===== src/rtl/dsp_file_arbiter_if.sv =====
// dsp_file_arbiter_if: requester-side and shared file-port signals of the arbiter.
// slave is the arbiter's view; master is the requesters/file agent view.
interface dsp_file_arbiter_if;
    logic [2:0]  req;
    logic [23:0] req_file_num;
    logic [2:0]  req_write;
    logic [2:0]  req_read;
    logic [2:0]  req_reset;
    logic [95:0] req_rd_ptr_offset;
    logic [95:0] req_write_data;
    logic [2:0]  gnt;
    logic [2:0]  ack;
    logic        ack_err;
    logic [31:0] rsp_read_data;
    logic [7:0]  file_num;
    logic        file_write;
    logic        file_read;
    logic        file_reset;
    logic [31:0] file_rd_ptr_offset;
    logic [31:0] file_write_data;
    logic [31:0] file_read_data;
    logic        file_active;

    modport slave (
        input  req, req_file_num, req_write, req_read, req_reset,
               req_rd_ptr_offset, req_write_data, file_read_data, file_active,
        output gnt, ack, ack_err, rsp_read_data, file_num, file_write, file_read,
               file_reset, file_rd_ptr_offset, file_write_data
    );

    modport master (
        output req, req_file_num, req_write, req_read, req_reset,
               req_rd_ptr_offset, req_write_data, file_read_data, file_active,
        input  gnt, ack, ack_err, rsp_read_data, file_num, file_write, file_read,
               file_reset, file_rd_ptr_offset, file_write_data
    );
endinterface


===== src/rtl/dsp_file_arbiter.sv =====
// dsp_file_arbiter: 3-way round-robin arbiter of requesters onto one shared file port.
// Define DSP_FILE_ARB_TIMEOUT_EN to add the WAIT watchdog that completes with ack_err.
module dsp_file_arbiter #(
    parameter int TIMEOUT = 1024
) (
    input logic               wb_clk,
    input logic               wb_rst,
    dsp_file_arbiter_if.slave bus
);
    typedef enum logic [1:0] {IDLE, ISSUE, WAIT, ACK} state_t;

    state_t     state, next;
    logic [1:0] last, win, pick, c1, c2;
    logic       first, done, timed_out;

    if (TIMEOUT < 2 || TIMEOUT > 65535) begin : g_bad_timeout
        $error("dsp_file_arbiter: TIMEOUT must be 2..65535");
    end

    assign c1   = (last == 2'd2) ? 2'd0 : last + 2'd1;
    assign c2   = (c1 == 2'd2) ? 2'd0 : c1 + 2'd1;
    assign pick = bus.req[c1] ? c1 : bus.req[c2] ? c2 : last;
    // first flags the opening WAIT cycle, where file_active is not yet meaningful
    assign done = state == WAIT && !first && (!bus.file_active || timed_out);

`ifdef DSP_FILE_ARB_TIMEOUT_EN
    logic [15:0] count;

    assign timed_out = bus.file_active && count == 16'(TIMEOUT - 1);

    always_ff @(posedge wb_clk or posedge wb_rst)
        if (wb_rst) begin
            count       <= '0;
            bus.ack_err <= 1'b0;
        end else begin
            count       <= (state == WAIT) ? count + 16'd1 : '0;
            bus.ack_err <= done && timed_out;
        end
`else
    assign timed_out   = 1'b0;
    assign bus.ack_err = 1'b0;
`endif

    always_comb begin
        next = state;
        case (state)
            IDLE:    next = |bus.req ? ISSUE : IDLE;
            ISSUE:   next = WAIT;
            WAIT:    next = done ? ACK : WAIT;
            default: next = IDLE;
        endcase
    end

    always_ff @(posedge wb_clk or posedge wb_rst)
        if (wb_rst) begin
            state                  <= IDLE;
            last                   <= 2'd2;
            win                    <= '0;
            first                  <= 1'b0;
            bus.gnt                <= '0;
            bus.ack                <= '0;
            bus.rsp_read_data      <= '0;
            bus.file_num           <= '0;
            bus.file_rd_ptr_offset <= '0;
            bus.file_write_data    <= '0;
            bus.file_write         <= 1'b0;
            bus.file_read          <= 1'b0;
            bus.file_reset         <= 1'b0;
        end else begin
            state          <= next;
            first          <= state == ISSUE;
            bus.ack        <= '0;
            bus.file_write <= 1'b0;
            bus.file_read  <= 1'b0;
            bus.file_reset <= 1'b0;
            if (state == IDLE && |bus.req) begin
                win                    <= pick;
                bus.gnt                <= 3'b001 << pick;
                bus.file_num           <= bus.req_file_num[pick*8 +: 8];
                bus.file_rd_ptr_offset <= bus.req_rd_ptr_offset[pick*32 +: 32];
                bus.file_write_data    <= bus.req_write_data[pick*32 +: 32];
                bus.file_reset         <= bus.req_reset[pick];
                bus.file_write         <= bus.req_write[pick] && !bus.req_reset[pick];
                bus.file_read          <= bus.req_read[pick] && !bus.req_write[pick] && !bus.req_reset[pick];
            end
            if (done) begin
                bus.ack           <= 3'b001 << win;
                bus.rsp_read_data <= timed_out ? '0 : bus.file_read_data;
            end
            if (state == ACK) begin
                last                   <= win;
                bus.gnt                <= '0;
                bus.file_num           <= '0;
                bus.file_rd_ptr_offset <= '0;
                bus.file_write_data    <= '0;
            end
        end
endmodule

===== src/flat_wrapper.sv =====
// flat-port wrapper written by rule: the top's interface ports become plain ports
module dsp_file_arbiter_flat 
#(
    parameter int TIMEOUT = 1024
)
  (wb_clk, wb_rst, bus_req, bus_req_file_num, bus_req_write, bus_req_read, bus_req_reset, bus_req_rd_ptr_offset, bus_req_write_data, bus_file_read_data, bus_file_active, bus_gnt, bus_ack, bus_ack_err, bus_rsp_read_data, bus_file_num, bus_file_write, bus_file_read, bus_file_reset, bus_file_rd_ptr_offset, bus_file_write_data);
  dsp_file_arbiter_if bus_i ();
  input logic wb_clk;
  input logic wb_rst;
  input wire logic [$bits(bus_i.req)-1:0] bus_req;
  input wire logic [$bits(bus_i.req_file_num)-1:0] bus_req_file_num;
  input wire logic [$bits(bus_i.req_write)-1:0] bus_req_write;
  input wire logic [$bits(bus_i.req_read)-1:0] bus_req_read;
  input wire logic [$bits(bus_i.req_reset)-1:0] bus_req_reset;
  input wire logic [$bits(bus_i.req_rd_ptr_offset)-1:0] bus_req_rd_ptr_offset;
  input wire logic [$bits(bus_i.req_write_data)-1:0] bus_req_write_data;
  input wire logic [$bits(bus_i.file_read_data)-1:0] bus_file_read_data;
  input wire logic [$bits(bus_i.file_active)-1:0] bus_file_active;
  output wire logic [$bits(bus_i.gnt)-1:0] bus_gnt;
  output wire logic [$bits(bus_i.ack)-1:0] bus_ack;
  output wire logic [$bits(bus_i.ack_err)-1:0] bus_ack_err;
  output wire logic [$bits(bus_i.rsp_read_data)-1:0] bus_rsp_read_data;
  output wire logic [$bits(bus_i.file_num)-1:0] bus_file_num;
  output wire logic [$bits(bus_i.file_write)-1:0] bus_file_write;
  output wire logic [$bits(bus_i.file_read)-1:0] bus_file_read;
  output wire logic [$bits(bus_i.file_reset)-1:0] bus_file_reset;
  output wire logic [$bits(bus_i.file_rd_ptr_offset)-1:0] bus_file_rd_ptr_offset;
  output wire logic [$bits(bus_i.file_write_data)-1:0] bus_file_write_data;
  assign bus_i.req = bus_req;
  assign bus_i.req_file_num = bus_req_file_num;
  assign bus_i.req_write = bus_req_write;
  assign bus_i.req_read = bus_req_read;
  assign bus_i.req_reset = bus_req_reset;
  assign bus_i.req_rd_ptr_offset = bus_req_rd_ptr_offset;
  assign bus_i.req_write_data = bus_req_write_data;
  assign bus_i.file_read_data = bus_file_read_data;
  assign bus_i.file_active = bus_file_active;
  assign bus_gnt = bus_i.gnt;
  assign bus_ack = bus_i.ack;
  assign bus_ack_err = bus_i.ack_err;
  assign bus_rsp_read_data = bus_i.rsp_read_data;
  assign bus_file_num = bus_i.file_num;
  assign bus_file_write = bus_i.file_write;
  assign bus_file_read = bus_i.file_read;
  assign bus_file_reset = bus_i.file_reset;
  assign bus_file_rd_ptr_offset = bus_i.file_rd_ptr_offset;
  assign bus_file_write_data = bus_i.file_write_data;
  dsp_file_arbiter #(.TIMEOUT(TIMEOUT)) u_core (.wb_clk(wb_clk), .wb_rst(wb_rst), .bus(bus_i));
endmodule

===== config.mk =====
export PLATFORM = sky130hd
export DESIGN_NAME = dsp_file_arbiter_flat
export DESIGN_NICKNAME = d
export VERILOG_FILES = /design/src/rtl/dsp_file_arbiter_if.sv /design/src/rtl/dsp_file_arbiter.sv /design/src/flat_wrapper.sv
export SDC_FILE = /design/constraint.sdc
export NUM_CORES = 1
export LEC_CHECK = 0
export CORE_AREA = 5 5 145 147
export DETAILED_ROUTE_END_ITERATION = 7
export DIE_AREA = 0 0 150 152
export GPL_ROUTABILITY_DRIVEN = 0
export GPL_TIMING_DRIVEN = 0
export PLACE_DENSITY = 0.77
export SLEW_MARGIN = 20
export SYNTH_ARGS = -nofsm -noshare
export SYNTH_HDL_FRONTEND = slang
export SYNTH_SLANG_ARGS = --single-unit

===== constraint.sdc =====
create_clock -name wb_clk -period 3.4 [get_ports wb_clk]
set_input_delay 0.34 -clock wb_clk [delete_from_list [all_inputs] [get_ports wb_clk]]
set_output_delay 0.34 -clock wb_clk [all_outputs]
set_load 0.02 [all_outputs]

==> metrics.md <==
| Metric | Value |
|---|---|
| Area leader, netlist | `dfrtp_1` |
| Max cap viols | `0` |
| Combinational power share | `0.533` |
| Hold Buf Count CTS | `0` |
| Core area | `19800 um2` |
| Synth Warn # | `0` |
| Synth Register Bits | `120` |
| RSZ-0062 raised after global routing | `no` |
| CP endpoint kind | `flop` |
| R2R Setup Slk | `0.59 ns` |
| Register area | `3000 um2` |
| Sequential share of power | `0.264` |
| Lkg Pwr | `4.23 nW` |
| Critical path launch point type | `flop` |
| Tot GR Track Use | `0.203` |
| IO Pins | `377` |
| CTS tree | `done` |
| Drt first pass iters | `8` |
| Most frequent cells in the layout | `375 x clkdlybuf4s50_1, 119 x dfrtp_1, 105 x nand2_1` |
| Final hold viol count | `0` |
| Required time of the critical path | `3.71 ns` |
| Synth top area cells | `dfrtp_1 53%, a222oi_1 12%, a211oi_1 8.7%, nand2_1 7.0%, nor2_1 4.8%` |
| Initial Util | `0.283` |
| Seq/Total Area, Yosys | `0.537` |
| Reg2reg end | `u_core.bus.file_rd_ptr_offset[6]` |
| CTS max path bufs | `2` |
| Multi-input logic area | `2340 um2` |
| Commonest non-fill, non-tap cell in the layout | `clkdlybuf4s50_1` |
| Final worst-path cycle share | `0.826` |
| Clock sink count | `120` |
| Sw Ratio | `0.408` |
| CP max stage cell | `o41ai_1` |
| CP cell instances | `o41ai_1, clkbuf_1, buf_2, a222oi_1, a211oi_1` |
| Final Core Density | `0.525` |
| Mapped cell area | `5600 um2` |
| Post-synth ARST share | `1.00` |
| Final slew viol count | `0` |
| Pwr per Cell Area | `917 nW/um2` |
| Critical Path Max Stage Delay | `0.83 ns` |
| R2r startpoint | `u_core.last[0]` |
| # fillers | `1825` |
| Max Fanout on Critical Path | `10` |
| Outcome | `completed` |
| ANT cells | `0` |
| DRC | `0` |
| Die extent in y | `152 um` |
| Worst Clk Skew | `0.00672 ns` |
| Depth of the worst register-to-register path | `5` |
| Postcts setup bufs | `0` |
| Die width | `150 um` |
| Largest net degree at the start of global routing | `35` |
| Crit path DAT | `3.12 ns` |
| Clock power share | `0.203` |
| Avg Inst Size Synth | `10.0 um2` |
| Root Buffer Master | `clkbuf_16` |
| Synth-to-layout area growth | `85.5%` |
| Cell variety after synth | `38` |
| Grt total ovfl | `0` |
| Placed wire-length estimate | `18.6 mm` |
| Peak supply drop | `0.345 mV` |
| Vias in the first global route | `6405` |
| Final wirelength | `24.0 mm` |
| Global-route wire length before repair | `36.1 mm` |
| Post-Synthesis Cells | `559` |
| Setup TNS | `0 ns` |
| Max Freq | `356 MHz` |
| Cell internal pwr | `5.64 mW` |
| Via density | `5.01` |
| Antenna violations before repair | `0` |
| Antenna-violating nets left | `0` |
| Final Setup Violations | `0` |
| Worst-skew pair later-pin latency | `0.41 ns` |
| H-tree levels | `4` |
| TritonCTS Buffers | `17` |
| I/O Buffers | `375` |
| Nets@finish | `1223` |
| Relative slew slack | `0.350` |
| Total power | `9.52 mW` |
| Post-CTS sizing | `0` |
| Reg clk slew, reported paths | `0.06 ns` |
| Type of the worst setup path | `reg -> reg` |
| Via Count | `6204` |
| NetSw | `3.88 mW` |
| Share of layout cells above drive strength 1 | `0.0588` |
| Measured slew at the worst slew-check pin | `0.967 ns` |
| Die ar. | `22800 um2` |
| Syn_nets | `826` |
| WL/cell | `19.4 um` |
| Dominant synthesized flop cell | `dfrtp_1` |
| Hold Crit Class | `in -> async` |
| Row count | `52` |
| Post-synth EDFFs | `0` |
| Fin crit period | `2.81 ns` |
| Initial drt markers | `645` |
| Synth top area share | `0.532` |
[flip-flops by register name, summed over array words and instances, names as in the netlist]
name                           cells
u_core.bus.ack                     3
u_core.bus.file_num                8
u_core.bus.file_write_data        32
u_core.bus.file_rd_ptr_offset     32
u_core.win                         2
u_core.bus.file_reset              1
u_core.bus.file_write              1
u_core.state                       2
u_core.bus.gnt                     3
u_core.last                        2
u_core.first                       1
u_core.bus.rsp_read_data          32
u_core.bus.file_read               1
[cells in the mapped netlist (all sizes together), types with 2 or more instances]
cell type  count
inv            5
nor2b          2
nor3           4
nor2          72
a31oi          8
a222oi        65
a21oi          2
mux2           4
nand2        105
o21ai          6
o22ai          8
and2           8
nor3b          2
dfrtp        119
mux2i          7
clkbuf        42
o31a           2
a211oi        65
ha             4
buf           15
[kinds of logic (layout without fill, tap and decap cells)]
group / count (synthesis) / count (layout) / share of synthesized area
simple gates: 199 / 199 / 0.144
compound gates: 162 / 162 / 0.244
flops: 120 / 120 / 0.537
buf+inv: 62 / 472 / 0.0454
mux: 11 / 11 / 0.0206
fa+ha+maj: 4 / 4 / 0.00894
other cells: 1 / 1 / 0.000670
[worst max-delay path: cells and delay by family (launching register included)]
kind / cells / cell delay (ns)
buffers and inverters: 2 / 1.00
AOI/OAI and AO/OA: 3 / 1.25
DFF: 1 / 0.45
[final cells by class]
type / instances / area share
plain buffers: 57 / 0.0227
well taps: 270 / 0.0325
multi-input cells: 377 / 0.225
clock buffers: 20 / 0.0440
inverters: 5 / 0.00217
clock inverters: 12 / 0.0168
repair buffers: 378 / 0.367
flip-flops and latches: 120 / 0.289
[how the worst max path moves through the flow]
stage	to	startpoint	depth (start not counted)	slack (ns)
after CTS	u_core.bus.file_rd_ptr_offset[6]	u_core.last[0]	5	0.47
after global placement	u_core.bus.file_rd_ptr_offset[1]	bus_req[1]	6	0.09
after global routing	u_core.bus.file_rd_ptr_offset[2]	u_core.last[0]	5	0.29
after floorplan	u_core.bus.file_read	u_core.last[1]	5	1.46
final	u_core.bus.file_rd_ptr_offset[6]	u_core.last[0]	5	0.59
after detailed placement	u_core.bus.file_rd_ptr_offset[6]	bus_req[1]	6	0.06
[power by group through the flow]
stage	combinational (mW)	sequential, mW	clock [mW]
floorplan	1.97	3.25	0
global placement	5.05	2.50	0
detailed placement	5.12	2.53	0
CTS	5.13	2.51	1.96
global route	5.49	2.61	2.03
finish	5.07	2.51	1.93
[per-stage QoR]
step	hold slack (ns)	cells	instance area [um2]	worst slack (ns)
floorplan	0.445	559	5600	1.46
global placement	0.456	1204	9690	0.0927
detailed placement	0.461	1207	9750	0.0641
CTS	0.392	1239	10400	0.471
global route	0.444	1239	10400	0.293
finish	0.390	1239	10400	0.590
[per-layer routing]
metal | GRT usage | vias to the layer above | part of all wire
li1 | - | 2912 | -
met4 | 0.0627 | 0 | 0.022
met1 | 0.244 | 2942 | 0.39
met3 | 0.0637 | 30 | 0.095
met5 | 0 | - | 0
met2 | 0.347 | 320 | 0.49
Note: power is estimated with default switching activity, not from simulation.
